**config.mk**
```make
export PLATFORM = sky130hd
export DESIGN_NAME = shift_normalizer
export DESIGN_NICKNAME = d
export VERILOG_FILES = /design/src/rtl/shift_norm_pkg.sv /design/src/rtl/shift_norm_datapath.sv /design/src/rtl/shift_normalizer.sv
export SDC_FILE = /design/constraint.sdc
export NUM_CORES = 1
export LEC_CHECK = 0
export CAP_MARGIN = 20
export CORE_AREA = 3 3 93 77
export CTS_CLUSTER_DIAMETER = 200
export DETAILED_ROUTE_END_ITERATION = 16
export DIE_AREA = 0 0 96 80
export GPL_ROUTABILITY_DRIVEN = 0
export PLACE_DENSITY_LB_ADDON = 0.05
export RECOVER_POWER = 50
export REMOVE_ABC_BUFFERS = 1
export SLEW_MARGIN = 20
export SYNTH_ARGS = -nofsm -noshare
export SYNTH_HDL_FRONTEND = slang
export SYNTH_SLANG_ARGS = --single-unit
```
**constraint.sdc**
```tcl
create_clock -name clk -period 3.7 [get_ports clk]
set_input_delay 0.74 -clock clk [delete_from_list [all_inputs] [get_ports clk]]
set_output_delay 0.74 -clock clk [all_outputs]
set_load 0.05 [all_outputs]
```
**src/rtl/shift_norm_pkg.sv**
```systemverilog
// Shared types and defaults for the shift_normalizer block.
package shift_norm_pkg;

    localparam int unsigned DEFAULT_WIDTH = 48;
    localparam int unsigned DEFAULT_NW    = 4;
    localparam int unsigned MAX_N         = (2 ** DEFAULT_NW) - 1;

    typedef enum logic [1:0] {
        IDLE  = 2'd0,
        SHIFT = 2'd1,
        DONE  = 2'd2
    } state_t;

endpackage

```
**src/rtl/shift_norm_datapath.sv**
```systemverilog
// Shift register, shift counter and the normalized/zero/saturation detect
// for shift_normalizer.
module shift_norm_datapath
    import shift_norm_pkg::*;
#(
    parameter int unsigned WIDTH = DEFAULT_WIDTH,
    parameter int unsigned NW    = DEFAULT_NW
) (
    input  logic             clk,
    input  logic             rst_n,
    input  logic             i_load,
    input  logic             i_shift,
    input  logic             i_set_sat,
    input  logic [WIDTH-1:0] i_data,
    input  logic             i_mod,
    output logic [WIDTH-1:0] o_data,
    output logic [NW-1:0]    o_count,
    output logic             o_zero,
    output logic             o_sat,
    output logic             o_in_zero,
    output logic             o_norm,
    output logic             o_at_max
);

    // All-ones of the count width is exactly 2**NW - 1.
    localparam logic [NW-1:0] CNT_MAX = '1;

    logic [WIDTH-1:0] r_data;
    logic [NW-1:0]    r_count;
    logic             r_mod;
    logic             r_zero;
    logic             r_sat;

    logic             w_in_zero;
    logic             w_norm;
    logic             w_at_max;

    assign w_in_zero = (i_data == '0);
    assign w_norm    = r_mod ? r_data[WIDTH-1] : r_data[0];
    assign w_at_max  = (r_count == CNT_MAX);

    always_ff @(posedge clk or negedge rst_n) begin
        if (!rst_n) begin
            r_data  <= '0;
            r_count <= '0;
            r_mod   <= 1'b0;
            r_zero  <= 1'b0;
            r_sat   <= 1'b0;
        end else if (i_load) begin
            r_data  <= i_data;
            r_mod   <= i_mod;
            r_count <= '0;
            r_zero  <= w_in_zero;
            r_sat   <= 1'b0;
        end else if (i_shift) begin
            r_data <= r_mod ? {r_data[WIDTH-2:0], 1'b0} : {1'b0, r_data[WIDTH-1:1]};
            if (!w_at_max) begin
                r_count <= r_count + 1'b1;
            end
        end else if (i_set_sat) begin
            r_sat <= 1'b1;
        end
    end

    assign o_data    = r_data;
    assign o_count   = r_count;
    assign o_zero    = r_zero;
    assign o_sat     = r_sat;
    assign o_in_zero = w_in_zero;
    assign o_norm    = w_norm;
    assign o_at_max  = w_at_max;

endmodule

```
**src/rtl/shift_normalizer.sv**
```systemverilog
// Sequential normalizer: strips trailing (mod=0) or leading (mod=1) zeros one
// bit per clock. Define SHIFT_NORMALIZER_BYPASS_EN to accept on the output handshake edge.
module shift_normalizer
    import shift_norm_pkg::*;
#(
    parameter int unsigned WIDTH = DEFAULT_WIDTH,
    parameter int unsigned NW    = DEFAULT_NW
) (
    input  logic             clk,
    input  logic             rst_n,
    input  logic             in_valid,
    output logic             in_ready,
    input  logic [WIDTH-1:0] in_data,
    input  logic             in_mod,
    output logic             out_valid,
    input  logic             out_ready,
    output logic [WIDTH-1:0] out_data,
    output logic [NW-1:0]    out_n,
    output logic             out_zero,
    output logic             out_sat
);

    state_t r_state;
    state_t w_next;

    logic w_load;
    logic w_shift;
    logic w_set_sat;
    logic w_in_zero;
    logic w_norm;
    logic w_at_max;

    shift_norm_datapath #(
        .WIDTH (WIDTH),
        .NW    (NW)
    ) u_datapath (
        .clk       (clk),
        .rst_n     (rst_n),
        .i_load    (w_load),
        .i_shift   (w_shift),
        .i_set_sat (w_set_sat),
        .i_data    (in_data),
        .i_mod     (in_mod),
        .o_data    (out_data),
        .o_count   (out_n),
        .o_zero    (out_zero),
        .o_sat     (out_sat),
        .o_in_zero (w_in_zero),
        .o_norm    (w_norm),
        .o_at_max  (w_at_max)
    );

    always_ff @(posedge clk or negedge rst_n) begin
        if (!rst_n) begin
            r_state <= IDLE;
        end else begin
            r_state <= w_next;
        end
    end

    always_comb begin
        w_next    = r_state;
        w_load    = 1'b0;
        w_shift   = 1'b0;
        w_set_sat = 1'b0;
        case (r_state)
            IDLE: begin
                if (in_valid) begin
                    w_load = 1'b1;
                    w_next = w_in_zero ? DONE : SHIFT;
                end
            end
            SHIFT: begin
                // Normalization wins over saturation so a 15-shift word is not flagged.
                if (w_norm) begin
                    w_next = DONE;
                end else if (w_at_max) begin
                    w_set_sat = 1'b1;
                    w_next    = DONE;
                end else begin
                    w_shift = 1'b1;
                end
            end
            DONE: begin
                if (out_ready) begin
`ifdef SHIFT_NORMALIZER_BYPASS_EN
                    if (in_valid) begin
                        w_load = 1'b1;
                        w_next = w_in_zero ? DONE : SHIFT;
                    end else begin
                        w_next = IDLE;
                    end
`else
                    w_next = IDLE;
`endif
                end
            end
            default: w_next = IDLE;
        endcase
    end

    assign out_valid = (r_state == DONE);

    // Gated by rst_n so the block never advertises readiness while held in reset.
`ifdef SHIFT_NORMALIZER_BYPASS_EN
    assign in_ready = rst_n && ((r_state == IDLE) || ((r_state == DONE) && out_ready));
`else
    assign in_ready = rst_n && (r_state == IDLE);
`endif

endmodule
```
After elaboration in Yosys (flattened, before gate mapping)
Index checks and enable logic that the tools add are counted.
Cells by class
  reductions and logical operators: 8
  equal/unequal tests: 8
  mux-type cells: 24
  add/sub/neg operators: 1
Operators with widths (number)
  $mux W48: 3
  $logic_not A48 Y1: 1
  $mux W1: 12
  $mux W4: 3
  $mux W2: 5
  $ne A2 B1 Y1 const B: 3
  $pmux W2 S3: 1
  $add A4 B1 Y4 const B: 1
  $eq A4 B4 Y1 const B: 1
  $reduce_and A2 Y1: 2
  $reduce_bool A2 Y1: 2
  $ne A3 B1 Y1 const B: 1
  $reduce_and A3 Y1: 1
  $eq A2 B1 Y1 const B: 1
  $eq A2 B2 Y1 const B: 1
  $logic_not A2 Y1: 1
  $ne A2 B2 Y1 const B: 1
  $logic_and A1 B1 Y1: 1
Word-level totals
  output and inout bits: 56
  input bits: 53
  bits in registers: 57
  word-level logic and storage cells: 47

Logic depth before layout (Yosys ltp)
Gate-level depths: netlist (run 1).
  word-level depth: 7
  mapped depth: 7
  gate-level depth less buffers: 5

By module
From an unflattened synthesis (run 1), not the netlist that was laid out.
Second synthesis, totals
  cell total of the unflattened synthesis: 371
  area, all modules: 3210.6 um^2
By module, submodules not included
  shift_norm_datapath: cells an instance 356, instances 1, area an instance 3075.4 um^2, seq. area each 1376.3 um^2
  shift_normalizer: cells an instance 15, instances 1, area an instance 135.1 um^2, seq. area each 50.0 um^2

Worst setup path before layout (run 1)
Ideal clock, no wire load.
  path type: register to register
  start point: register u_datapath.r_count[0], in the netlist u_datapath.o_count[0]
  end point: register u_datapath.r_data[10], in the netlist u_datapath.o_data[10]
  path buffers: 2
  arrival time: 1785 ps
  required time: 3574 ps
  period minus slack after synthesis: 1911 ps
  stages on the path, launching flop included: 8
  slack: 1789 ps
  cells stage by stage: dfrtp_1 -> ha_1 -> nand3_1 -> nand3_1 -> buf_4 -> buf_2 -> nor2_1 -> a221o_1
On the way
  cells in the longest elaborated chain, start to end: 5
Ends and longest elaborated chain
  start, declared: RTL line shift_norm_datapath.sv:29  | logic [NW-1:0] r_count;
  start signal, assigned: RTL line shift_norm_datapath.sv:58  | r_count <= r_count + 1'b1;
  $eq A4 B4 Y1: RTL line shift_norm_datapath.sv:40  | assign w_at_max = (r_count == CNT_MAX);
  $mux W1: RTL line shift_normalizer.sv:77  | end else if (w_at_max) begin
  $mux W1: RTL line shift_normalizer.sv:75  | if (w_norm) begin
  $mux W1: RTL line shift_normalizer.sv:66  | case (r_state)
  $reduce_bool A2 Y1 (no line)
  end signal, assigned: RTL line shift_norm_datapath.sv:50  | r_data <= i_data;
  end signal, assigned: RTL line shift_norm_datapath.sv:56  | r_data <= r_mod ? {r_data[WIDTH-2:0], 1'b0} : {1'b0, r_data[WIDTH-1:1]};
  end, declared: RTL line shift_norm_datapath.sv:28  | logic [WIDTH-1:0] r_data;
Every way passes these cells.
A chain may end at the register's enable or synchronous reset.

Final worst setup path (run 1)
  start point: register u_datapath.r_count[0], in the netlist u_datapath.o_count[0]
  end point: register u_datapath.r_count[3], in the netlist u_datapath.o_count[3]
On the way
  cells in the longest elaborated chain, start to end: 6
Ends and longest elaborated chain (RTL line)
  $eq A4 B4 Y1: shift_norm_datapath.sv:40
  $mux W1: shift_normalizer.sv:77
  $mux W1: shift_normalizer.sv:75
  $mux W1: shift_normalizer.sv:66
  $reduce_bool A2 Y1 (no line)
  $reduce_and A2 Y1 (no line)
Several ways; a longest one is shown, not always the timed one. The select of a mux whose other input is x is not followed.

==> flow_summary.html, run 1 <==
<table>
<tr><th>Metric</th><th>Value</th></tr>
<tr><th colspan="2">Run status</th></tr>
<tr><td>Status</td><td>complete, but fails checks</td></tr>
<tr><td>Failing checks</td><td>max-capacitance violations</td></tr>
<tr><th colspan="2">Setup path</th></tr>
<tr><td>Arrival time reported for the critical path endpoint</td><td>3140 ps</td></tr>
<tr><td>Worst path cell trace</td><td>ha_1 &gt; nand3_1 &gt; nand3_1 &gt; or3_1 &gt; a21oi_1</td></tr>
<tr><td>Type of the setup path with the least slack</td><td>reg -&gt; reg</td></tr>
<tr><td>Maximum cell stage delay along the critical path</td><td>1050 ps</td></tr>
<tr><td>Critical path capture point type</td><td>register</td></tr>
<tr><td>Critical path launch point</td><td>u_datapath.o_count[0]$_DFFE_PN0P_</td></tr>
<tr><td>Cell with the largest stage delay on the worst path</td><td>sky130_fd_sc_hd__nand3_1</td></tr>
<tr><td>Nature of the critical path startpoint</td><td>register</td></tr>
<tr><td>Worst Path Max Fanout</td><td>39</td></tr>
<tr><td>Cell repeated most along the worst path</td><td>sky130_fd_sc_hd__nand3_1</td></tr>
<tr><td>Startpoint of the lowest-slack register-to-register path</td><td>u_datapath.o_count[0]$_DFFE_PN0P_</td></tr>
<tr><td>Data required time at the worst endpoint</td><td>3940 ps</td></tr>
<tr><td>Family of cells with the greatest summed delay on the critical path</td><td>simple AND/OR/NAND/NOR gates</td></tr>
<tr><td>R2R Setup Slk</td><td>800 ps</td></tr>
<tr><td>Count of buffering cells on the critical path with inverters included</td><td>0</td></tr>
<tr><th colspan="2">Synthesis</th></tr>
<tr><td>Syn Area/Cell</td><td>10.9 um2</td></tr>
<tr><td>Number of distinct library cells after synthesis</td><td>31</td></tr>
<tr><td>Cells after synthesis</td><td>274</td></tr>
<tr><td>Post-synthesis cell area</td><td>2980 um2</td></tr>
<tr><td>EDFF count, synth</td><td>0</td></tr>
<tr><td>Sequential cell area fraction in the yosys report</td><td>47.8%</td></tr>
<tr><td>Syn. warnings</td><td>0</td></tr>
<tr><td>Number of storage elements in the synthesis netlist</td><td>57</td></tr>
<tr><td>Predominant post-synthesis flop cell</td><td>sky130_fd_sc_hd__dfrtp_1</td></tr>
<tr><td>Share of flip-flops with an asynchronous set or reset after synthesis</td><td>100%</td></tr>
<tr><th colspan="2">Detailed routing</th></tr>
<tr><td>DR WL/cell</td><td>18.6 um</td></tr>
<tr><td>Average vias per placed instance</td><td>5.86</td></tr>
<tr><td>Drt first-iter violations</td><td>171</td></tr>
<tr><td>Antenna Violating Nets Remaining</td><td>0</td></tr>
<tr><td>DR vias</td><td>2725</td></tr>
<tr><td>Post-Route WL</td><td>8630 um</td></tr>
<tr><td>Detailed-router iteration count before antenna repair</td><td>4</td></tr>
<tr><td>DRC viols</td><td>0</td></tr>
<tr><th colspan="2">Worst hold path</th></tr>
<tr><td>Startpoint of the most critical hold path</td><td>u_datapath.o_sat$_DFFE_PN0P_</td></tr>
<tr><td>Min-delay worst type</td><td>reg -&gt; reg</td></tr>
<tr><th colspan="2">Die</th></tr>
<tr><td>Top-Level Pins</td><td>109</td></tr>
<tr><td>Core ar.</td><td>6340 um2</td></tr>
<tr><td>DIE AREA</td><td>7680 um2</td></tr>
<tr><td>Die X-Extent</td><td>96 um</td></tr>
<tr><td>Die height</td><td>80 um</td></tr>
<tr><td>Site row count</td><td>26</td></tr>
<tr><td>Initial core utilization</td><td>47.0%</td></tr>
<tr><th colspan="2">Power and ir drop</th></tr>
<tr><td>Worst ir drop on vdd</td><td>0.000631 V</td></tr>
<tr><td>Proportion of total power due to net switching</td><td>50.2%</td></tr>
<tr><td>Power share of the clock group</td><td>11.3%</td></tr>
<tr><td>Power density over the cells</td><td>1080 nW/um2</td></tr>
<tr><td>Proportion of power drawn by flip-flops and latches</td><td>27.0%</td></tr>
<tr><td>Combinational share of power</td><td>61.7%</td></tr>
<tr><td>Internal</td><td>2290 uW</td></tr>
<tr><td>Switching component of the power</td><td>2300 uW</td></tr>
<tr><td>Total leakage power</td><td>0.00178 uW</td></tr>
<tr><th colspan="2">Placement</th></tr>
<tr><td>Port Buf Inserts</td><td>108</td></tr>
<tr><td>Detailed-placement wirelength estimate</td><td>5860 um</td></tr>
<tr><td>Worst Setup Slack post-DPL</td><td>1130 ps</td></tr>
<tr><th colspan="2">Clocking</th></tr>
<tr><td>CTS root buffer</td><td>sky130_fd_sc_hd__clkbuf_8</td></tr>
<tr><td>TritonCTS clock tree</td><td>yes</td></tr>
<tr><td>Cts-stage hold buffer count</td><td>0</td></tr>
<tr><td>Setup Buffers After CTS</td><td>0</td></tr>
<tr><td>Clock-pin slew on the worst setup and hold paths</td><td>70 ps</td></tr>
<tr><td>CTS max path bufs</td><td>2</td></tr>
<tr><td>CTS sink cnt</td><td>57</td></tr>
<tr><td>Clock buffer count from CTS</td><td>9</td></tr>
<tr><td>Later-pin clock latency in the skew report</td><td>330 ps</td></tr>
<tr><td>Maximum level of the CTS H-tree</td><td>3</td></tr>
<tr><td>Cts repair resizes</td><td>0</td></tr>
<tr><th colspan="2">Timing</th></tr>
<tr><td>Clock skew</td><td>11.3 ps</td></tr>
<tr><td>Slew Viols, Final</td><td>0</td></tr>
<tr><td>Fmax</td><td>345 MHz</td></tr>
<tr><td>Worst setup margin</td><td>802 ps</td></tr>
<tr><td>Final worst path period share</td><td>78.3%</td></tr>
<tr><td>Sum of negative setup slack</td><td>0 ps</td></tr>
<tr><td>Count of endpoints failing hold in the final timing report</td><td>0</td></tr>
<tr><td>Unrepaired setup endpoints after global routing</td><td>false</td></tr>
<tr><td>Worst slew slack as a fraction of its limit</td><td>0.0659%</td></tr>
<tr><td>Final count of negative-setup-slack endpoints</td><td>0</td></tr>
<tr><td>Transition time of the tightest slew-check pin</td><td>1490 ps</td></tr>
<tr><td>Final Critical Period</td><td>2900 ps</td></tr>
<tr><th colspan="2">GRT</th></tr>
<tr><td>Pin count of the biggest net entering global routing</td><td>58</td></tr>
<tr><td>Grt total ovfl</td><td>0</td></tr>
<tr><td>Overall routing resource usage</td><td>23.5%</td></tr>
<tr><td>Vias in the first global route</td><td>2736</td></tr>
<tr><td>Global-route wire length before repair</td><td>13900 um</td></tr>
<tr><td>Number of antenna violations at the first check in global routing</td><td>0</td></tr>
<tr><th colspan="2">Run</th></tr>
<tr><td>Max-cap check violation count</td><td>1</td></tr>
<tr><th colspan="2">Layout</th></tr>
<tr><td>Ratio of cells with drive above 1 in the final layout</td><td>5.77%</td></tr>
<tr><td>Ant diodes</td><td>0</td></tr>
<tr><td>Number of nets in the layout</td><td>430</td></tr>
<tr><td>Area added between synthesis and finish</td><td>43.0%</td></tr>
</table>
## synth_stat cells (2+ instances only)
master | number | area share (%)
sky130_fd_sc_hd__buf_4 | 4 | 1.0
sky130_fd_sc_hd__nand4_1 | 4 | 0.84
sky130_fd_sc_hd__nor2_1 | 50 | 6.3
sky130_fd_sc_hd__nand3_1 | 4 | 0.67
sky130_fd_sc_hd__buf_2 | 8 | 1.3
sky130_fd_sc_hd__mux2i_1 | 47 | 16
sky130_fd_sc_hd__a221o_1 | 47 | 16
sky130_fd_sc_hd__o21ai_1 | 2 | 0.34
sky130_fd_sc_hd__clkbuf_1 | 8 | 1.0
sky130_fd_sc_hd__dfrtp_1 | 57 | 48
sky130_fd_sc_hd__inv_1 | 3 | 0.38
sky130_fd_sc_hd__a21oi_1 | 2 | 0.34
sky130_fd_sc_hd__nor4_1 | 12 | 2.5
sky130_fd_sc_hd__and2_1 | 2 | 0.42
sky130_fd_sc_hd__a31oi_1 | 2 | 0.42
sky130_fd_sc_hd__o21ai_0 | 2 | 0.34
sky130_fd_sc_hd__nand2_1 | 6 | 0.75
## tightest hold or removal path, stage by stage, from the launching register on
cell                      delay (ps)
sky130_fd_sc_hd__dfrtp_1         340
sky130_fd_sc_hd__a41oi_1          50
sky130_fd_sc_hd__nor2_1           80
## routing by layer
layer / vias to the layer above / share of wire, % / routed length (um) / track usage, %
met2: 97 / 47 / 4090 / 34.3
met3: 6 / 7.5 / 651 / 8.01
met4: 0 / 0.70 / 60 / 5.54
met1: 1356 / 44 / 3830 / 33.5
met5: - / 0 / 0 / 0
li1: 1266 / - / - / -
## final cells by class
cell class	count	area [um2]
multi-input combinational	192	1440
tap	84	105
clock inverter	3	15.0
timing repair buffer	113	1110
clock buffer	13	159
inverter	3	11.3
fill	540	2080
sequential	57	1430
## logic make-up after synthesis
group,Yosys count,synth area share (%)
and+or+nand+nor,84,13.2
AOI/OAI and AO/OA,59,18.4
DFF,57,47.8
muxes,48,16.1
buffers and inverters,25,4.02
adders and majority gates,1,0.419
## state kept, by name, indices dropped and copies added (netlist names)
| signal | count |
|---|---|
| u_datapath.o_data | 48 |
| u_datapath.o_count | 4 |
| r_state | 2 |
| u_datapath.o_sat | 1 |
| u_datapath.o_zero | 1 |
| u_datapath.r_mod | 1 |
## power by group through the flow
stage               Combinational (uW)  Clock, uW  Sequential, uW
finish                            2830        517            1240
global route                      3020        554            1280
CTS                               2860        529            1240
detailed placement                2850          0            1240
global placement                  2810          0            1240
floorplan                         1010          0            2160
## through the flow
step	cell area, um2	instances	util [%]	total power (uW)	hold slack, ps
4_1_cts	4290	465	67.6	4630	505
3_5_place_dp	4120	449	64.9	4100	489
3_3_place_gp	4120	449	64.9	4050	495
6_report	4270	465	67.3	4590	499
5_1_grt	4270	465	67.3	4860	559
2_1_floorplan	2880	252	-	3170	444
## cells in the final DEF, fill, tap and decap left out, types with 2 or more instances in the layout
master | netlist | routed
sky130_fd_sc_hd__nor4_1 | 12 | 12
sky130_fd_sc_hd__inv_1 | 3 | 3
sky130_fd_sc_hd__o21ai_0 | 2 | 2
sky130_fd_sc_hd__clkbuf_8 | 0 | 11
sky130_fd_sc_hd__clkbuf_2 | 1 | 2
sky130_fd_sc_hd__mux2i_1 | 47 | 47
sky130_fd_sc_hd__a21oi_1 | 2 | 2
sky130_fd_sc_hd__clkbuf_1 | 8 | 3
sky130_fd_sc_hd__nand3_1 | 4 | 4
sky130_fd_sc_hd__and2_1 | 2 | 2
sky130_fd_sc_hd__nor2_1 | 50 | 50
sky130_fd_sc_hd__o21ai_1 | 2 | 2
sky130_fd_sc_hd__clkdlybuf4s50_1 | 0 | 104
sky130_fd_sc_hd__clkinv_2 | 0 | 3
sky130_fd_sc_hd__nand2_1 | 6 | 6
sky130_fd_sc_hd__buf_4 | 4 | 3
sky130_fd_sc_hd__dfrtp_1 | 57 | 56
sky130_fd_sc_hd__a221o_1 | 47 | 47
sky130_fd_sc_hd__nand4_1 | 4 | 4
sky130_fd_sc_hd__dlygate4sd3_1 | 0 | 3
sky130_fd_sc_hd__nor3b_1 | 1 | 2
## final timing paths
kind	endpoint	cells after the start
min reg2reg	u_datapath.o_sat$_DFFE_PN0P_	2
max in group asynchronous	u_datapath.r_mod$_DFFE_PN0P_	2
min in group asynchronous	u_datapath.o_count[1]$_DFFE_PN0P_	2
max	u_datapath.o_count[3]$_DFFE_PN0P_	5
min	u_datapath.o_sat$_DFFE_PN0P_	2
max reg2reg	u_datapath.o_count[3]$_DFFE_PN0P_	5
No activity file was read; power rests on OpenSTA's default activity.
==> inputs of run 2 (changes only) <==
--- a/config.mk
+++ b/config.mk
@@ -6,10 +6,10 @@
 export NUM_CORES = 1
 export LEC_CHECK = 0
 export CAP_MARGIN = 20
-export CORE_AREA = 3 3 93 77
+export CORE_AREA = 3 3 101 84
 export CTS_CLUSTER_DIAMETER = 200
 export DETAILED_ROUTE_END_ITERATION = 16
-export DIE_AREA = 0 0 96 80
+export DIE_AREA = 0 0 104 87
 export GPL_ROUTABILITY_DRIVEN = 0
 export PLACE_DENSITY_LB_ADDON = 0.05
 export RECOVER_POWER = 50
==> constraint.sdc (replaced) <==
create_clock -name clk -period 2.6 [get_ports clk]
set_input_delay 0.52 -clock clk [delete_from_list [all_inputs] [get_ports clk]]
set_output_delay 0.52 -clock clk [all_outputs]
set_load 0.05 [all_outputs]
==> run 2 against run 1 <==
Net effect: the run now ends clean; register-to-register slack worse by 290 ps; clock skew down 0.55 ps; routed wire length up 4.4%; non-clock buffer count up 4; final area up 1.7%; sequential power up 44%; sequential share of layout area down 0.55 points; critical endpoint is now u_datapath.o_data[26]$_DFFE_PN0P_; largest power group unchanged.
==> flow_summary.html, run 2 (synthesized netlist as in run 1, its figures left out) <==
<table>
<tr><th>Metric</th><th>Value</th></tr>
<tr><th colspan="2">Layout</th></tr>
<tr><td>Area added between synthesis and finish</td><td>45.4%</td></tr>
<tr><td>Number of nets in the layout</td><td>434</td></tr>
<tr><td>Most frequent standard cell in the layout excluding fill and tap cells</td><td>sky130_fd_sc_hd__clkdlybuf4s50_1</td></tr>
<tr><td>Filler cells</td><td>693</td></tr>
<tr><td>Number of flip-flops in the largest register</td><td>48</td></tr>
<tr><td>Ant diodes</td><td>0</td></tr>
<tr><td>Leading cell types in the layout, fill and taps excluded</td><td>sky130_fd_sc_hd__clkdlybuf4s50_1, sky130_fd_sc_hd__dfrtp_1, sky130_fd_sc_hd__nor2_1, sky130_fd_sc_hd__mux2i_1, sky130_fd_sc_hd__a221o_1</td></tr>
<tr><td>Ratio of cells with drive above 1 in the final layout</td><td>7.01%</td></tr>
<tr><th colspan="2">Timing</th></tr>
<tr><td>Fmax</td><td>427 MHz</td></tr>
<tr><td>Final count of negative-setup-slack endpoints</td><td>0</td></tr>
<tr><td>Transition time of the tightest slew-check pin</td><td>1420 ps</td></tr>
<tr><td>Final worst path period share</td><td>90.2%</td></tr>
<tr><td>Unrepaired setup endpoints after global routing</td><td>false</td></tr>
<tr><td>Count of endpoints failing hold in the final timing report</td><td>0</td></tr>
<tr><td>Final-layout worst hold slack</td><td>509 ps</td></tr>
<tr><td>Clock skew</td><td>10.7 ps</td></tr>
<tr><td>Slew Viols, Final</td><td>0</td></tr>
<tr><td>Worst slew slack as a fraction of its limit</td><td>5.40%</td></tr>
<tr><td>Final Critical Period</td><td>2340 ps</td></tr>
<tr><th colspan="2">GRT</th></tr>
<tr><td>Met3 GRT Util</td><td>4.74%</td></tr>
<tr><td>Global routing usage on met1</td><td>29.5%</td></tr>
<tr><td>Number of antenna violations at the first check in global routing</td><td>0</td></tr>
<tr><td>Overall routing resource usage</td><td>20.4%</td></tr>
<tr><td>Vias in the first global route</td><td>2686</td></tr>
<tr><td>Met2 capacity usage during global routing</td><td>31.1%</td></tr>
<tr><td>Pin count of the biggest net entering global routing</td><td>58</td></tr>
<tr><td>Highest-utilization routing layer at the global route stage</td><td>met2</td></tr>
<tr><td>Grt total ovfl</td><td>0</td></tr>
<tr><td>Global-route wire length before repair</td><td>14800 um</td></tr>
<tr><th colspan="2">Power and ir drop</th></tr>
<tr><td>Worst ir drop on vdd</td><td>0.000716 V</td></tr>
<tr><td>Final Power</td><td>6630 uW</td></tr>
<tr><td>Power density over the cells</td><td>1530 nW/um2</td></tr>
<tr><td>Total leakage power</td><td>0.00180 uW</td></tr>
<tr><th colspan="2">Setup path</th></tr>
<tr><td>Type of the setup path with the least slack</td><td>in -&gt; reg</td></tr>
<tr><td>Arrival time reported for the critical path endpoint</td><td>2610 ps</td></tr>
<tr><td>Data required time at the worst endpoint</td><td>2870 ps</td></tr>
<tr><td>Worst reg-to-reg path cell count</td><td>6</td></tr>
<tr><td>Critical path capture point type</td><td>register</td></tr>
<tr><td>Nature of the critical path startpoint</td><td>input pin</td></tr>
<tr><td>Worst Path Max Fanout</td><td>21</td></tr>
<tr><th colspan="2">Detailed routing</th></tr>
<tr><td>Detailed-router iteration count before antenna repair</td><td>4</td></tr>
<tr><td>DR WL/cell</td><td>18.4 um</td></tr>
<tr><td>Average vias per placed instance</td><td>5.68</td></tr>
<tr><td>DR vias</td><td>2784</td></tr>
<tr><td>Drt first-iter violations</td><td>119</td></tr>
<tr><td>DRC viols</td><td>0</td></tr>
<tr><td>Antenna Violating Nets Remaining</td><td>0</td></tr>
<tr><td>Post-Route WL</td><td>9010 um</td></tr>
<tr><th colspan="2">Placement</th></tr>
<tr><td>Port Buf Inserts</td><td>108</td></tr>
<tr><td>Detailed-placement wirelength estimate</td><td>6110 um</td></tr>
<tr><th colspan="2">Clocking</th></tr>
<tr><td>Clock-pin slew on the worst setup and hold paths</td><td>70 ps</td></tr>
<tr><td>Maximum level of the CTS H-tree</td><td>3</td></tr>
<tr><td>CTS max path bufs</td><td>2</td></tr>
<tr><td>CTS root buffer</td><td>sky130_fd_sc_hd__clkbuf_8</td></tr>
<tr><td>Cts repair resizes</td><td>0</td></tr>
<tr><td>TritonCTS clock tree</td><td>yes</td></tr>
<tr><td>CTS sink cnt</td><td>57</td></tr>
<tr><td>Cts-stage hold buffer count</td><td>0</td></tr>
<tr><td>Later-pin clock latency in the skew report</td><td>330 ps</td></tr>
<tr><td>Setup Buffers After CTS</td><td>0</td></tr>
<tr><td>Clock buffer count from CTS</td><td>9</td></tr>
<tr><th colspan="2">Die</th></tr>
<tr><td>Core ar.</td><td>7430 um2</td></tr>
<tr><td>DIE AREA</td><td>9050 um2</td></tr>
<tr><td>Die height</td><td>87 um</td></tr>
<tr><td>Initial core utilization</td><td>40.2%</td></tr>
<tr><td>Die X-Extent</td><td>104 um</td></tr>
<tr><td>Top-Level Pins</td><td>109</td></tr>
<tr><td>Site row count</td><td>28</td></tr>
<tr><th colspan="2">Run status</th></tr>
<tr><td>Status</td><td>finished clean</td></tr>
<tr><th colspan="2">Run</th></tr>
<tr><td>Max-cap check violation count</td><td>0</td></tr>
<tr><th colspan="2">Worst hold path</th></tr>
<tr><td>Min-delay worst type</td><td>reg -&gt; reg</td></tr>
<tr><td>Number of cells on the worst hold path</td><td>2</td></tr>
</table>
[run 2: changes by cell type in the layout (fill, tap and decap cells not counted)]
| cell | change |
|---|---|
| sky130_fd_sc_hd__clkbuf_2 | +1 |
| sky130_fd_sc_hd__clkbuf_1 | +1 |
| sky130_fd_sc_hd__nor3b_2 | +1 |
| sky130_fd_sc_hd__and2_0 | +1 |
| sky130_fd_sc_hd__buf_4 | +1 |
| sky130_fd_sc_hd__and2_1 | -1 |
| sky130_fd_sc_hd__nor3b_1 | -1 |
| sky130_fd_sc_hd__clkbuf_8 | +1 |
| sky130_fd_sc_hd__dlygate4sd3_1 | -1 |
| sky130_fd_sc_hd__buf_12 | +1 |
[run 2: metrics by stage]
stage,setup TNS (ps),std cells,utilization (%),setup slack [ps],instance area (um2)
floorplan,-88610,252,-,-1730,2880
global placement,0,474,56.3,431,4180
detailed placement,0,474,56.3,409,4180
CTS,0,490,58.8,255,4370
global route,0,490,58.4,175,4340
finish,0,490,58.4,255,4340
[run 2: worst max-delay path: stages]
cell and delay [ps]:
sky130_fd_sc_hd__dlygate4sd3_1 580, sky130_fd_sc_hd__nor3b_2 390, sky130_fd_sc_hd__clkbuf_1 810, sky130_fd_sc_hd__a221o_1 290
[run 2: cell type report]
class | count | area, um2 | area share [%]
clock inverters | 3 | 15.0 | 0.346
repair buffers | 117 | 1140 | 26.2
clock buffers | 13 | 169 | 3.89
flip-flops and latches | 57 | 1430 | 32.9
inverters | 3 | 11.3 | 0.260
multi-input cells | 192 | 1450 | 33.3
well taps | 105 | 131 | 3.03
[run 2: routing by layer]
metal  up-vias  wire, um
met5         -         0
met4         0        84
met3         9       493
met2        94      4090
met1      1399      4340
li1       1282         -
[run 2: power breakdown]
part	leakage [uW]	total [uW]	internal (uW)	switching [uW]
clock	0.0000992	769	420	350
combinational	0.000984	4080	1580	2500
sequential	0.000712	1780	1300	480
total	0.00180	6630	3300	3330
[run 2: final timing paths]
| path | from | to | slack [ps] |
|---|---|---|---|
| setup / recovery | in_valid | u_datapath.o_data[26]$_DFFE_PN0P_ | 260 |
| min in group asynchronous | rst_n | u_datapath.o_count[0]$_DFFE_PN0P_ | 660 |
| hold reg to reg | u_datapath.o_sat$_DFFE_PN0P_ | u_datapath.o_sat$_DFFE_PN0P_ | 510 |
| max in group asynchronous | rst_n | u_datapath.r_mod$_DFFE_PN0P_ | 1000 |
| hold / removal | u_datapath.o_sat$_DFFE_PN0P_ | u_datapath.o_sat$_DFFE_PN0P_ | 510 |
| setup reg to reg | u_datapath.o_count[0]$_DFFE_PN0P_ | u_datapath.o_data[15]$_DFFE_PN0P_ | 510 |
